## src/rtl/contador_barrido.sv

```systemverilog
// contador_barrido: raster scan timing generator for the 640x480 display path.
// It runs at twice the pixel rate, so every pixel spans two horizontal ticks.
// outcont feeds divisorpor2, which halves it to get the pixel column.
// Optional build macro CONTADOR_CUADROS_EN adds an 8-bit completed-frame counter
// on the output port cuenta_cuadros.
module contador_barrido #(
   parameter int unsigned H_VISIBLE = 1280,
   parameter int unsigned H_FP      = 32,
   parameter int unsigned H_SYNC    = 192,
   parameter int unsigned H_BP      = 96,
   parameter int unsigned V_VISIBLE = 480,
   parameter int unsigned V_FP      = 10,
   parameter int unsigned V_SYNC    = 2,
   parameter int unsigned V_BP      = 33
) (
   input  logic        clk,
   input  logic        reset_n,
   input  logic        habilitar,
   output logic [10:0] outcont,
   output logic [9:0]  outcontv,
   output logic        hsync,
   output logic        vsync,
   output logic        video_on,
   output logic        fin_linea,
   output logic        fin_cuadro
`ifdef CONTADOR_CUADROS_EN
   ,
   output logic [7:0]  cuenta_cuadros
`endif
);

   localparam int unsigned H_TOTAL = H_VISIBLE + H_FP + H_SYNC + H_BP;
   localparam int unsigned V_TOTAL = V_VISIBLE + V_FP + V_SYNC + V_BP;

   // Last count of each region, held in 12 bits and compared against zero-extended counts.
   localparam logic [11:0] H_LAST_VIS  = 12'(H_VISIBLE - 1);
   localparam logic [11:0] H_LAST_FP   = 12'(H_VISIBLE + H_FP - 1);
   localparam logic [11:0] H_LAST_SYNC = 12'(H_VISIBLE + H_FP + H_SYNC - 1);
   localparam logic [11:0] H_LAST      = 12'(H_TOTAL - 1);
   localparam logic [11:0] V_LAST_VIS  = 12'(V_VISIBLE - 1);
   localparam logic [11:0] V_LAST_FP   = 12'(V_VISIBLE + V_FP - 1);
   localparam logic [11:0] V_LAST_SYNC = 12'(V_VISIBLE + V_FP + V_SYNC - 1);
   localparam logic [11:0] V_LAST      = 12'(V_TOTAL - 1);

   typedef enum logic [1:0] {HVis, HFp, HSync, HBp} h_state_e;
   typedef enum logic [1:0] {VVis, VFp, VSync, VBp} v_state_e;

   logic [10:0] h_cnt_q;
   logic [9:0]  v_cnt_q;
   h_state_e    h_state_q;
   v_state_e    v_state_q;

   logic [11:0] h_ext;
   logic [11:0] v_ext;
   logic        h_at_last;
   logic        v_at_last;
   logic        h_wrap;

   // Zero-extended counts and wrap conditions shared by counters, FSMs and strobes.
   always_comb begin
      h_ext     = {1'b0, h_cnt_q};
      v_ext     = {2'b00, v_cnt_q};
      h_at_last = (h_ext == H_LAST);
      v_at_last = (v_ext == V_LAST);
      h_wrap    = h_at_last & habilitar;
   end

   // Horizontal tick counter; wraps at the end of the line.
   always_ff @(posedge clk) begin
      if (!reset_n) begin
         h_cnt_q <= '0;
      end else if (habilitar) begin
         if (h_at_last) begin
            h_cnt_q <= '0;
         end else begin
            h_cnt_q <= h_cnt_q + 11'd1;
         end
      end
   end

   // Vertical line counter; advances only when a line completes.
   always_ff @(posedge clk) begin
      if (!reset_n) begin
         v_cnt_q <= '0;
      end else if (h_wrap) begin
         if (v_at_last) begin
            v_cnt_q <= '0;
         end else begin
            v_cnt_q <= v_cnt_q + 10'd1;
         end
      end
   end

   // Horizontal region FSM; moves on the same edge the counter leaves a region.
   always_ff @(posedge clk) begin
      if (!reset_n) begin
         h_state_q <= HVis;
      end else if (habilitar) begin
         unique case (h_state_q)
            HVis: begin
               if (h_ext == H_LAST_VIS) begin
                  h_state_q <= HFp;
               end
            end
            HFp: begin
               if (h_ext == H_LAST_FP) begin
                  h_state_q <= HSync;
               end
            end
            HSync: begin
               if (h_ext == H_LAST_SYNC) begin
                  h_state_q <= HBp;
               end
            end
            HBp: begin
               if (h_at_last) begin
                  h_state_q <= HVis;
               end
            end
            default: h_state_q <= HVis;
         endcase
      end
   end

   // Vertical region FSM; same scheme, stepping only on a line wrap.
   always_ff @(posedge clk) begin
      if (!reset_n) begin
         v_state_q <= VVis;
      end else if (h_wrap) begin
         unique case (v_state_q)
            VVis: begin
               if (v_ext == V_LAST_VIS) begin
                  v_state_q <= VFp;
               end
            end
            VFp: begin
               if (v_ext == V_LAST_FP) begin
                  v_state_q <= VSync;
               end
            end
            VSync: begin
               if (v_ext == V_LAST_SYNC) begin
                  v_state_q <= VBp;
               end
            end
            VBp: begin
               if (v_at_last) begin
                  v_state_q <= VVis;
               end
            end
            default: v_state_q <= VVis;
         endcase
      end
   end

   // Outputs decode registered state only, so sync and counts never skew.
   always_comb begin
      outcont    = h_cnt_q;
      outcontv   = v_cnt_q;
      hsync      = (h_state_q != HSync);
      vsync      = (v_state_q != VSync);
      video_on   = (h_state_q == HVis) && (v_state_q == VVis);
      fin_linea  = h_wrap;
      fin_cuadro = h_wrap & v_at_last;
   end

`ifdef CONTADOR_CUADROS_EN
   logic [7:0] cuadros_q;

   // Completed-frame counter; wraps naturally at 8 bits.
   always_ff @(posedge clk) begin
      if (!reset_n) begin
         cuadros_q <= '0;
      end else if (h_wrap && v_at_last) begin
         cuadros_q <= cuadros_q + 8'd1;
      end
   end

   assign cuenta_cuadros = cuadros_q;
`endif

endmodule

```

## config.mk

```make
export PLATFORM = sky130hd
export DESIGN_NAME = contador_barrido
export DESIGN_NICKNAME = d
export VERILOG_FILES = /design/src/rtl/contador_barrido.sv
export SDC_FILE = /design/constraint.sdc
export NUM_CORES = 1
export LEC_CHECK = 0
export CAP_MARGIN = 40
export CORE_ASPECT_RATIO = 1.75
export CORE_MARGIN = 3
export CORE_UTILIZATION = 54
export DETAILED_ROUTE_END_ITERATION = 10
export PLACE_DENSITY = 0.82
export SYNTH_ARGS = -nofsm -noshare
export SYNTH_HDL_FRONTEND = slang
export SYNTH_SLANG_ARGS = --single-unit
```

## constraint.sdc

```tcl
create_clock -name clk -period 4.1 [get_ports clk]
set_input_delay 0.82 -clock clk [delete_from_list [all_inputs] [get_ports clk]]
set_output_delay 0.82 -clock clk [all_outputs]
set_load 0.01 [all_outputs]
```

==> impl_metrics.toml <==
[critical_path]
crit_fanout = 11
slowest_stage = "clkdlybuf4s50_1"
crit_chain = "clkdlybuf4s50_1 > and4_1 > nand4_4 > inv_2 > clkdlybuf4s50_1"
cp.required_ns = 3.28
cp-endpoint = "fin_linea"
cp-startpoint = "habilitar"
end_kind = "output port"
worst_path_largest_cell_delay_ns = 0.61
rr_worst_depth = 7
path_class = "in -> out"
r2r-start = "h_state_q[0]"
cp_common_cell = "clkdlybuf4s50_1"
startpoint_type = "primary input"
crit_arrival_ns = 2.73
rr_endpoint = "h_state_q[0]"
r2r_slack_ns = 2.23

[layout]
num_antenna_cells = 0
finalInstanceArea_um2 = 1770
drive_above_1_share_pct = 5.24
mostFrequentLayoutCells = "clkdlybuf4s50_1, dfxtp_1, nor2_1, nand2_1, xor2_1"
final_nets = 207
final_common_cell = "clkdlybuf4s50_1"
syn_to_final_growth_pct = 23.4

[global_routing]
grt_pass1_wl_um = 5380
grt_util_all_layers_pct = 20.9
first_global_vias = 1292
antenna_found_initial = 0
overflow = 0
grt_start_max_net_pins = 16

[power_and_ir_drop]
leakagePower_uw = 0.000664
pwr-share-seq_pct = 59.6
power_frac_comb_pct = 4.3
p_int_uw = 322
pwr-share-clk_pct = 36.1
p_per_area_nw_per_um2 = 234
ir_drop_mv = 0.160
p_sw_uw = 92.8
switching_share_pct = 22.4
p_total_uw = 415

[route]
via_per_inst = 5.78
route.detailed.drc = 0
drtIter0Drc = 38
post_drt_wl_per_cell_um = 14.6
drt_wl_total_um = 3180
vias = 1254
dr.pass1.iters = 4
ant_nets = 0

[floorplanning]
coreArea_um2 = 2520
io_pins = 29
num_rows = 24
dieArea_um2 = 3340
die_w_um = 45.0
start_util_pct = 56.9
die_h_um = 74.2

[clock_network]
clock_latency_ns = 0.27
clock-root-buffer = "clkbuf_8"
path_clk_slew_ns = 0.08
post_cts_resized = 0
clockBufferDepth = 2
cts_hold_buf = 0
cts.sinks = 25
cts_setup_buffers = 0
cts_buffers = 3
cts.htree.levels = 1
cts_tree = "built"

[placed_design]
placed_area_um2 = 1720
place_congestion = 0.907
dpl.hpwl_um = 2480
portBuffers = 28

[logic_synthesis]
ys_types = 35
synthesis.area_um2 = 1440
ys_ff_latch = 25
netlist_instances = 163
syn_area_per_cell_um2 = 8.81
synth_nets = 178
ys_seq_area_share_pct = 34.8
yosys_warnings = 0

[sta]
fmax_mhz = 281
finalSetupTns_ns = 0
relSlewSlack_pct = 70.8
timing.final.crit_period_ns = 3.55
tightest_slew_ns = 0.437
setup_viol = 0
final_hold_viol_count = 0
maxSlewViolCount = 0
rsz0062_at_grt = "no"
skew_ns = 0.00516
finalCritPeriodShare_pct = 86.7

[worst_hold_path]
hold_path.class = "reg -> reg"

[flow_run]
maxCapViolCount = 0

[status]
status = "finished, final reports clean"
## power groups by stage
stage	clock network (uW)	logic (uW)	registers [uW]
after floorplan	0	9.13	253
after global placement	0	17.8	253
after detailed placement	0	18.0	253
after CTS	153	18.2	247
after global routing	162	19.7	248
final	150	17.9	247
## area by class of cell
type / count / area (um^2)
clock buffers: 3 / 41.3
clock inverters: 1 / 7.51
fillers: 201 / 749
inverters: 10 / 37.5
multi-input cells: 124 / 873
flip-flops and latches: 25 / 500
well taps: 26 / 32.5
repair buffers: 28 / 280
## metrics by stage
stage / utilization [%] / hold WS [ns] / instances / setup slack (ns)
2_1_floorplan: - / 0.471 / 163 / 1.70
6_report: 70.3 / 0.502 / 217 / 0.546
3_3_place_gp: 68.4 / 0.481 / 213 / 0.627
4_1_cts: 70.3 / 0.506 / 217 / 0.570
5_1_grt: 70.3 / 0.526 / 217 / 0.446
3_5_place_dp: 68.4 / 0.492 / 213 / 0.591
## state kept, by name, indices dropped and copies added, names as in the netlist
register	count
h_state_q	2
outcontv	10
outcont	11
v_state_q	2
## cell usage after synthesis
cell type | instances | share of area (%)
xnor2_1 | 6 | 3.7
inv_1 | 9 | 2.4
nand3_1 | 12 | 4.2
and2_1 | 3 | 1.3
xor2_1 | 13 | 7.9
clkbuf_1 | 1 | 0.26
a21boi_0 | 2 | 1.0
nand4_4 | 1 | 1.5
o21ai_0 | 2 | 0.70
a211o_1 | 1 | 0.61
nand4_2 | 1 | 0.87
and4_1 | 2 | 1.2
o22ai_2 | 1 | 0.87
and3_1 | 3 | 1.3
and4_2 | 1 | 0.70
nor4bb_1 | 2 | 1.4
inv_2 | 1 | 0.26
nand2_1 | 13 | 3.4
nor3_1 | 1 | 0.35
o41ai_1 | 1 | 0.61
and4b_1 | 2 | 1.4
a22oi_1 | 1 | 0.52
a21oi_1 | 1 | 0.35
buf_2 | 2 | 0.70
mux2i_1 | 4 | 2.8
buf_6 | 1 | 0.78
dfxtp_1 | 25 | 35
ha_1 | 12 | 10
or3_1 | 1 | 0.44
nand4b_1 | 1 | 0.61
nor2_1 | 22 | 5.7
o21ai_2 | 1 | 0.61
nand2b_1 | 2 | 0.87
nand4_1 | 10 | 4.4
nand3b_1 | 2 | 1.0
## cell families after synthesis
group	after synthesis	share of synthesized area, %
simple gates	79	30.7
flops	25	34.8
xor+xnor	19	11.6
buf+inv	14	4.35
fa+ha+maj	12	10.5
compound gates	10	5.31
mux	4	2.79
## worst min path at each step
stage                            start  cells after the start  slack, ns      endpoint
after floorplan           h_state_q[1]                      2       0.47  h_state_q[1]
after global placement    h_state_q[1]                      2       0.48  h_state_q[1]
after detailed placement  h_state_q[1]                      2       0.49  h_state_q[1]
after CTS                 h_state_q[1]                      2       0.51  h_state_q[1]
after global routing      h_state_q[1]                      2       0.53  h_state_q[1]
final                     h_state_q[1]                      2       0.50  h_state_q[1]
## critical path, delay by kind of cell
| family | cells | cell delay (ns) |
|---|---|---|
| simple gates | 2 | 0.50 |
| buf+inv | 3 | 1.41 |
## routing by layer
layer  wire length, um  global-route usage, %  vias to the layer above
li1                  -                      -                      614
met1              1210                   21.1                      595
met2              1810                   38.3                       38
met3               105                   2.18                        7
met4                59                   13.7                        0
met5                 0                      0                        -
(Power assumes the default switching activity.)
